===== src/rtl/relu_seq_ctrl_if.sv =====
// relu_seq_ctrl_if
//   Bundles the control, status, buffer and ReLU-unit signals of
//   relu_seq_ctrl. ADDR_W must match the controller's ADDR_W.
//   Ports (slave = controller view):
//     in : start, abort, src_addr, dst_addr, length, rd_data, relu_out
//     out: busy, done, neg_count, rd_en, rd_addr, relu_x,
//          wr_en, wr_addr, wr_data
interface relu_seq_ctrl_if #(
  parameter int ADDR_W = 10
);
  logic              start;
  logic              abort;
  logic [ADDR_W-1:0] src_addr;
  logic [ADDR_W-1:0] dst_addr;
  logic [ADDR_W:0]   length;
  logic              busy;
  logic              done;
  logic [ADDR_W:0]   neg_count;
  logic              rd_en;
  logic [ADDR_W-1:0] rd_addr;
  logic [31:0]       rd_data;
  logic [31:0]       relu_x;
  logic [31:0]       relu_out;
  logic              wr_en;
  logic [ADDR_W-1:0] wr_addr;
  logic [31:0]       wr_data;

  modport master (
    output start, abort, src_addr, dst_addr, length, rd_data, relu_out,
    input  busy, done, neg_count, rd_en, rd_addr, relu_x,
           wr_en, wr_addr, wr_data
  );

  modport slave (
    input  start, abort, src_addr, dst_addr, length, rd_data, relu_out,
    output busy, done, neg_count, rd_en, rd_addr, relu_x,
           wr_en, wr_addr, wr_data
  );
endinterface


===== src/rtl/relu_seq_ctrl.sv =====
// relu_seq_ctrl
//   Streams a batch of 32-bit float words from a feature-map buffer through
//   an external ReLU unit of RELU_LAT registered stages and writes the
//   results back to a destination region. One word per cycle, no bubbles.
//   Counts the words with the sign bit set.
//   Ports:
//     clk   : clock, rising edge
//     rst_n : asynchronous active-low reset
//     bus   : relu_seq_ctrl_if.slave (control/status, buffer read/write,
//             ReLU unit x/out)
module relu_seq_ctrl #(
  parameter int ADDR_W   = 10,
  parameter int RELU_LAT = 1
) (
  input  logic            clk,
  input  logic            rst_n,
  relu_seq_ctrl_if.slave  bus
);

  // One stage for the buffer read latency plus RELU_LAT for the ReLU unit.
  localparam int DEPTH = RELU_LAT + 1;

  typedef enum logic [1:0] {
    IDLE  = 2'd0,
    RUN   = 2'd1,
    DRAIN = 2'd2,
    DONE  = 2'd3
  } state_t;

  state_t            r_state;
  state_t            w_next;

  logic [ADDR_W-1:0] r_src;
  logic [ADDR_W-1:0] r_dst;
  logic [ADDR_W:0]   r_len;
  logic [ADDR_W:0]   r_idx;
  logic [ADDR_W:0]   r_neg;

  // r_vld[k] set means word r_pidx[k] is k+1 cycles past its read strobe.
  logic [DEPTH-1:0]  r_vld;
  logic [ADDR_W-1:0] r_pidx [DEPTH];

  logic              w_accept;
  logic              w_abort;
  logic              w_rd;
  logic              w_wr;
  logic              w_last_rd;

  assign w_accept  = (r_state == IDLE) && bus.start;
  assign w_abort   = bus.abort && ((r_state == RUN) || (r_state == DRAIN));
  assign w_rd      = (r_state == RUN);
  assign w_wr      = r_vld[DEPTH-1];
  assign w_last_rd = (r_idx == (r_len - (ADDR_W+1)'(1)));

  // State register
  always_ff @(posedge clk or negedge rst_n) begin
    if (!rst_n) begin
      r_state <= IDLE;
    end else begin
      r_state <= w_next;
    end
  end

  // Next-state logic; abort is only honoured while a batch is in flight,
  // so start always wins in IDLE.
  always_comb begin
    w_next = r_state;
    case (r_state)
      IDLE: begin
        if (bus.start) begin
          w_next = (bus.length == '0) ? DONE : RUN;
        end
      end
      RUN: begin
        if (bus.abort) begin
          w_next = IDLE;
        end else if (w_last_rd) begin
          w_next = DRAIN;
        end
      end
      DRAIN: begin
        // Leave once only the final write remains in the last stage.
        if (bus.abort) begin
          w_next = IDLE;
        end else if (~|r_vld[DEPTH-2:0]) begin
          w_next = DONE;
        end
      end
      DONE:    w_next = IDLE;
      default: w_next = IDLE;
    endcase
  end

  // Batch parameters, read index and negative-word counter
  always_ff @(posedge clk or negedge rst_n) begin
    if (!rst_n) begin
      r_src <= '0;
      r_dst <= '0;
      r_len <= '0;
      r_idx <= '0;
      r_neg <= '0;
    end else if (w_accept) begin
      r_src <= bus.src_addr;
      r_dst <= bus.dst_addr;
      r_len <= bus.length;
      r_idx <= '0;
      r_neg <= '0;
    end else begin
      if (w_rd) begin
        r_idx <= r_idx + (ADDR_W+1)'(1);
      end
      if (r_vld[0] && bus.rd_data[31]) begin
        r_neg <= r_neg + (ADDR_W+1)'(1);
      end
    end
  end

  // Valid/index pipeline, flushed by abort
  always_ff @(posedge clk or negedge rst_n) begin
    if (!rst_n) begin
      r_vld <= '0;
      for (int unsigned k = 0; k < DEPTH; k++) begin
        r_pidx[k] <= '0;
      end
    end else if (w_abort) begin
      r_vld <= '0;
    end else begin
      r_vld     <= {r_vld[DEPTH-2:0], w_rd};
      r_pidx[0] <= r_idx[ADDR_W-1:0];
      for (int unsigned k = 1; k < DEPTH; k++) begin
        r_pidx[k] <= r_pidx[k-1];
      end
    end
  end

  // Outputs are gated by their strobes so that reset drives them all to 0.
  assign bus.busy      = (r_state == RUN) || (r_state == DRAIN);
  assign bus.done      = (r_state == DONE);
  assign bus.neg_count = r_neg;
  assign bus.rd_en     = w_rd;
  assign bus.rd_addr   = w_rd ? (r_src + r_idx[ADDR_W-1:0]) : '0;
  assign bus.relu_x    = r_vld[0] ? bus.rd_data : '0;
  assign bus.wr_en     = w_wr;
  assign bus.wr_addr   = w_wr ? (r_dst + r_pidx[DEPTH-1]) : '0;
  assign bus.wr_data   = w_wr ? bus.relu_out : '0;

endmodule


===== src/flat_wrapper.sv =====
// flat-port wrapper written by rule: the top's interface ports become plain ports
module relu_seq_ctrl_flat 
#(
  parameter int ADDR_W   = 10,
  parameter int RELU_LAT = 1
)
  (clk, rst_n, bus_start, bus_abort, bus_src_addr, bus_dst_addr, bus_length, bus_rd_data, bus_relu_out, bus_busy, bus_done, bus_neg_count, bus_rd_en, bus_rd_addr, bus_relu_x, bus_wr_en, bus_wr_addr, bus_wr_data);
  relu_seq_ctrl_if #(.ADDR_W(ADDR_W)) bus_i ();
  input  logic clk;
  input  logic rst_n;
  input wire logic [$bits(bus_i.start)-1:0] bus_start;
  input wire logic [$bits(bus_i.abort)-1:0] bus_abort;
  input wire logic [$bits(bus_i.src_addr)-1:0] bus_src_addr;
  input wire logic [$bits(bus_i.dst_addr)-1:0] bus_dst_addr;
  input wire logic [$bits(bus_i.length)-1:0] bus_length;
  input wire logic [$bits(bus_i.rd_data)-1:0] bus_rd_data;
  input wire logic [$bits(bus_i.relu_out)-1:0] bus_relu_out;
  output wire logic [$bits(bus_i.busy)-1:0] bus_busy;
  output wire logic [$bits(bus_i.done)-1:0] bus_done;
  output wire logic [$bits(bus_i.neg_count)-1:0] bus_neg_count;
  output wire logic [$bits(bus_i.rd_en)-1:0] bus_rd_en;
  output wire logic [$bits(bus_i.rd_addr)-1:0] bus_rd_addr;
  output wire logic [$bits(bus_i.relu_x)-1:0] bus_relu_x;
  output wire logic [$bits(bus_i.wr_en)-1:0] bus_wr_en;
  output wire logic [$bits(bus_i.wr_addr)-1:0] bus_wr_addr;
  output wire logic [$bits(bus_i.wr_data)-1:0] bus_wr_data;
  assign bus_i.start = bus_start;
  assign bus_i.abort = bus_abort;
  assign bus_i.src_addr = bus_src_addr;
  assign bus_i.dst_addr = bus_dst_addr;
  assign bus_i.length = bus_length;
  assign bus_i.rd_data = bus_rd_data;
  assign bus_i.relu_out = bus_relu_out;
  assign bus_busy = bus_i.busy;
  assign bus_done = bus_i.done;
  assign bus_neg_count = bus_i.neg_count;
  assign bus_rd_en = bus_i.rd_en;
  assign bus_rd_addr = bus_i.rd_addr;
  assign bus_relu_x = bus_i.relu_x;
  assign bus_wr_en = bus_i.wr_en;
  assign bus_wr_addr = bus_i.wr_addr;
  assign bus_wr_data = bus_i.wr_data;
  relu_seq_ctrl #(.ADDR_W(ADDR_W), .RELU_LAT(RELU_LAT)) u_core (.clk(clk), .rst_n(rst_n), .bus(bus_i));
endmodule

===== config.mk =====
export PLATFORM = sky130hd
export DESIGN_NAME = relu_seq_ctrl_flat
export DESIGN_NICKNAME = d
export VERILOG_FILES = /design/src/rtl/relu_seq_ctrl_if.sv /design/src/rtl/relu_seq_ctrl.sv /design/src/flat_wrapper.sv
export SDC_FILE = /design/constraint.sdc
export NUM_CORES = 1
export LEC_CHECK = 0
export ABC_AREA = 1
export CELL_PAD_IN_SITES_DETAIL_PLACEMENT = 1
export CELL_PAD_IN_SITES_GLOBAL_PLACEMENT = 2
export CORE_MARGIN = 4
export CORE_UTILIZATION = 23
export CTS_CLUSTER_DIAMETER = 60
export DETAILED_ROUTE_END_ITERATION = 10
export GPL_ROUTABILITY_DRIVEN = 1
export PLACE_DENSITY = 0.79
export REMOVE_ABC_BUFFERS = 1
export SYNTH_ARGS = -nofsm -noshare
export SYNTH_HDL_FRONTEND = slang
export SYNTH_SLANG_ARGS = --single-unit

===== constraint.sdc =====
create_clock -name clk -period 2.5 [get_ports clk]
set_input_delay 0.25 -clock clk [delete_from_list [all_inputs] [get_ports clk]]
set_output_delay 0.25 -clock clk [all_outputs]
set_load 0.02 [all_outputs]

==> results list <==
* Area added between synthesis and finish: 62.1%
* CTS sink count: 77
- Xor/xnor share of the synthesized area: 1.06%
* Reg-to-Reg End: u_core.r_state[0]
- Multiplexer share of the synthesized area: 0%
- Max capacitance violation total: 0
- The first routing iteration left 161 violations.
- Traced cell by cell, the critical path runs through ha_2 -> fa_2 -> nand2_1 -> inv_1 -> o21ai_2 -> a21boi_2 -> o21ai_1 -> nand2_1 -> o21ai_1 -> a21oi_1 -> buf_2.
* Sequential-to-total area share from yosys stat: 38.8%
* Residual DRC: 0
- Type of element launching the critical path: flip-flop
* Setup Viol. Count Final: 0
- Final hold analysis gives a worst-case slack of 442 ps.
* Critical R2R Launch: u_core.r_len[0]
- Sequential share of power: 24.5%
- After synthesis, the largest family of logic cells by area is simple AND/OR/NAND/NOR gates.
- Per report_power, the clock group accounts for 18.7% of the total.
- Measured against its own limit, the worst slew margin works out to 59.5%.
- Worst hold path depth: 3
- In this run the register-to-register setup slack is 480 ps.
- The worst hold path terminates at u_core.r_src[9].
- Min Clock Period, post-route: 2410 ps
* Category of cells accounting for the largest share of critical-path delay: adder cells
* Fraction of layout cells with a size suffix above 1: 12.2%
* Via Count: 5321
* Proportion of total power due to net switching: 42.9%
- Horiz. Die Dim: 155 µm
* Internal cell power: 4.42 mW
- Initial standard-cell utilization of the core: 23.5%
* Mean post-synth cell area: 6.81 µm²
* Clk buf depth: 2
- After detailed routing, the average wire length per cell comes to 13.6 µm.
- Entering global routing, the biggest net connects 44 pins.
- In the final routing, the length of wire on met1 measures 7.86 mm.
- The critical path contains buffers and inverters numbering 2 combined.
- The hold violation total from the final report came to 0.
- Site row count: 53
- Dividing the detail-routed via count by the number of cells gives 4.25.
- On the final layout, the worst clock skew is 6.58 ps.
* Drt total wl: 17.1 mm
- Maximum VDD drop: 0.468 mV
- After synthesis, the netlist uses 31 different library cells.
- During placement, the flow inserted port buffers numbering 197.
- Summing the areas of all compound-gate instances in the mapped netlist gives 11.9% of the synthesized area.
* Number of antenna violations at the first check in global routing: 0
- Initial DRT Pass Iterations: 4
- The tree is rooted in a clkbuf_16.
- Post-route ant nets: 0
- Clock-pin slew on the worst setup and hold paths: 60 ps
* Length in cells of the worst reg-to-reg path: 13
- Tot GR Track Use: 14.0%
- Routed met2 length: 8.17 mm
* Net switching power: 3.32 mW
- The final max-slew violation count is 0.
- Highest-count cells in the layout ignoring fill and taps: nand2_1, clkdlybuf4s50_1, inv_1, dfrtp_1, buf_4
* Wire length of the first global-routing pass: 27.3 mm
* Placed Cells incl. Taps: 1232
- For this run, the slowest stage of the critical path takes 390 ps.
- TritonCTS clock tree: built
- The via count of the first global-routing pass is 5477.
* Residual overflow from global routing: 0
- For this design the ratio of total power to cell area is 961 nW/µm².
* Leak pwr: 4.19 nW
* Area inside the core boundary: 21200 µm²
- The startpoint identified for the worst hold timing path is bus_src_addr[9].
* Unrepaired setup endpoints after global routing: yes
* Insertion delay of the later-clocked pin in the worst-skew pair: 350 ps
* Achievable Freq: 415 MHz
- Number of stages on the worst setup path: 11
* Final antenna diode count: 0
* Class of the most critical setup path: flip-flop to primary output
* Number of cells produced by synthesis: 730
* Worst EP arrival: 2160 ps
- The die is 155 µm tall.
- Setup slack closes at 88.0 ps.
- Number of levels in the clock H-tree: 3
- The synthesized netlist devotes 7.35% of its cell area to adder and majority cells.
* Post-Synth Simple-Gate Area: 29.0%
- Final HPWL DP: 13.6 mm
* Result of the run: complete, no violations
* Final std cells w/o fill: 1251
- Number of buffers created by CTS: 9
- Cell area after technology mapping: 4970 µm²
- Amount of wire on met3 after detailed routing: 847 µm
* Worst Path Max Fanout: 2
- The Yosys step of the flow raised 0 warnings.
- The min-delay analysis places its worst path in the category input pin to flip-flop.
- Crit path capture type: primary output
- Combinational logic is responsible for 56.8% of the overall power.
- After synthesis the netlist holds a flip-flop and latch count of 77.
* Die Outline Area: 24000 µm²
* Standard cell with the maximum stage delay on the critical path: dfrtp_1
- Required @ worst endpoint: 2250 ps
- Uppermost metal layer occupied by signal nets: met4
- After layout, the worst path uses 96.5% of the clock period.
- Final RePlAce weighted congestion: 0.803
* Slew at the pin with the worst max-slew slack: 608 ps
- Before CTS, the worst setup slack after placement is -266 ps.
- Net count reported at finish: 1098
- IO Pins: 198
- Most frequent standard cell in the layout excluding fill and tap cells: nand2_1
==> state kept, by name (all words and copies together) (netlist names) <==
register              cells
u_core.r_len             11
u_core.r_dst             10
u_core.r_pidx            20
u_core.bus.neg_count     11
u_core.r_src             10
u_core.r_state            2
u_core.r_vld              2
u_core.r_idx             11
==> metal layers <==
| metal | track usage [%] | vias to the layer above |
|---|---|---|
| met5 | 0 | - |
| met4 | 3.45 | 0 |
| li1 | - | 2745 |
| met2 | 23.9 | 119 |
| met1 | 18.2 | 2442 |
| met3 | 2.73 | 15 |
==> cells by family after synthesis <==
logic type      after synthesis
fa+ha+maj                    28
xor+xnor                      6
flops                        77
compound gates              113
buf+inv                     158
simple gates                348
==> tightest hold or removal path, stage by stage <==
cell and delay (ps):
clkdlybuf4s50_1 390, nand2_1 60, nand2_1 40
==> cell usage after synthesis, drive strengths merged <==
cell type  instances  share of area [%]
nand2            249                 19
inv              136                 10
dfrtp             77                 39
o21ai             64                6.4
nor2              43                3.6
a21oi             39                3.9
nand3             31                3.2
ha                26                6.5
clkbuf            19                1.4
nor3              12                1.5
nand4              6               0.76
xor2               5               0.88
nor4               4               0.50
a211oi             3               0.45
o21bai             3               0.45
a21boi             2               0.30
buf                2               0.18
fa                 2               0.81
nand3b             2               0.30
a31oi              1               0.13
and3               1               0.13
clkinv             1              0.075
o21a               1               0.15
xnor2              1               0.18
==> power groups by stage <==
stage / clock network [mW] / logic (mW) / registers (mW)
after floorplan: 0 / 2.24 / 1.96
after global placement: 0 / 4.31 / 1.90
after detailed placement: 0 / 4.36 / 1.91
after CTS: 1.50 / 4.37 / 1.89
after global routing: 1.54 / 4.95 / 1.96
final: 1.45 / 4.40 / 1.90
==> metrics by stage <==
step	setup TNS [ps]	area (µm²)	utilization, %	total power, mW
3_3_place_gp	-729	7630	36.1	6.21
5_1_grt	-259	8060	38.1	8.44
2_1_floorplan	-2540	4890	-	4.20
3_5_place_dp	-887	7630	36.1	6.27
6_report	0	8060	38.1	7.74
4_1_cts	-14.1	7960	37.6	7.76
==> how the worst max path moves through the flow <==
stage	start	end	slack (ps)
CTS	u_core.r_idx[0]	bus_rd_addr[6]	-10
finish	u_core.r_dst[0]	bus_wr_addr[6]	90
detailed placement	u_core.r_idx[0]	bus_rd_addr[6]	-270
global placement	u_core.r_idx[0]	bus_rd_addr[6]	-240
global route	u_core.r_dst[0]	bus_wr_addr[6]	-90
floorplan	u_core.r_state[0]	u_core.r_idx[1]	-190
==> cell type report <==
class                           count  area (µm²)
Clock buffer                       11         243
Clock inverter                      5        83.8
Fill cell                        2628       13100
Inverter                          137         514
Multi-Input combinational cell    495        2560
Sequential cell                    77        1930
Tap cell                          275         344
Timing Repair Buffer              251        2380
==> timing repair <==
action,CTS,global route
hold buffers,1,0
setup endpoints to repair,16,12
resized for setup,58,37
hold endpoints to repair,41,0
pin swaps,0,9
setup buffers,0,2
Power figures use the tool's default switching activity.
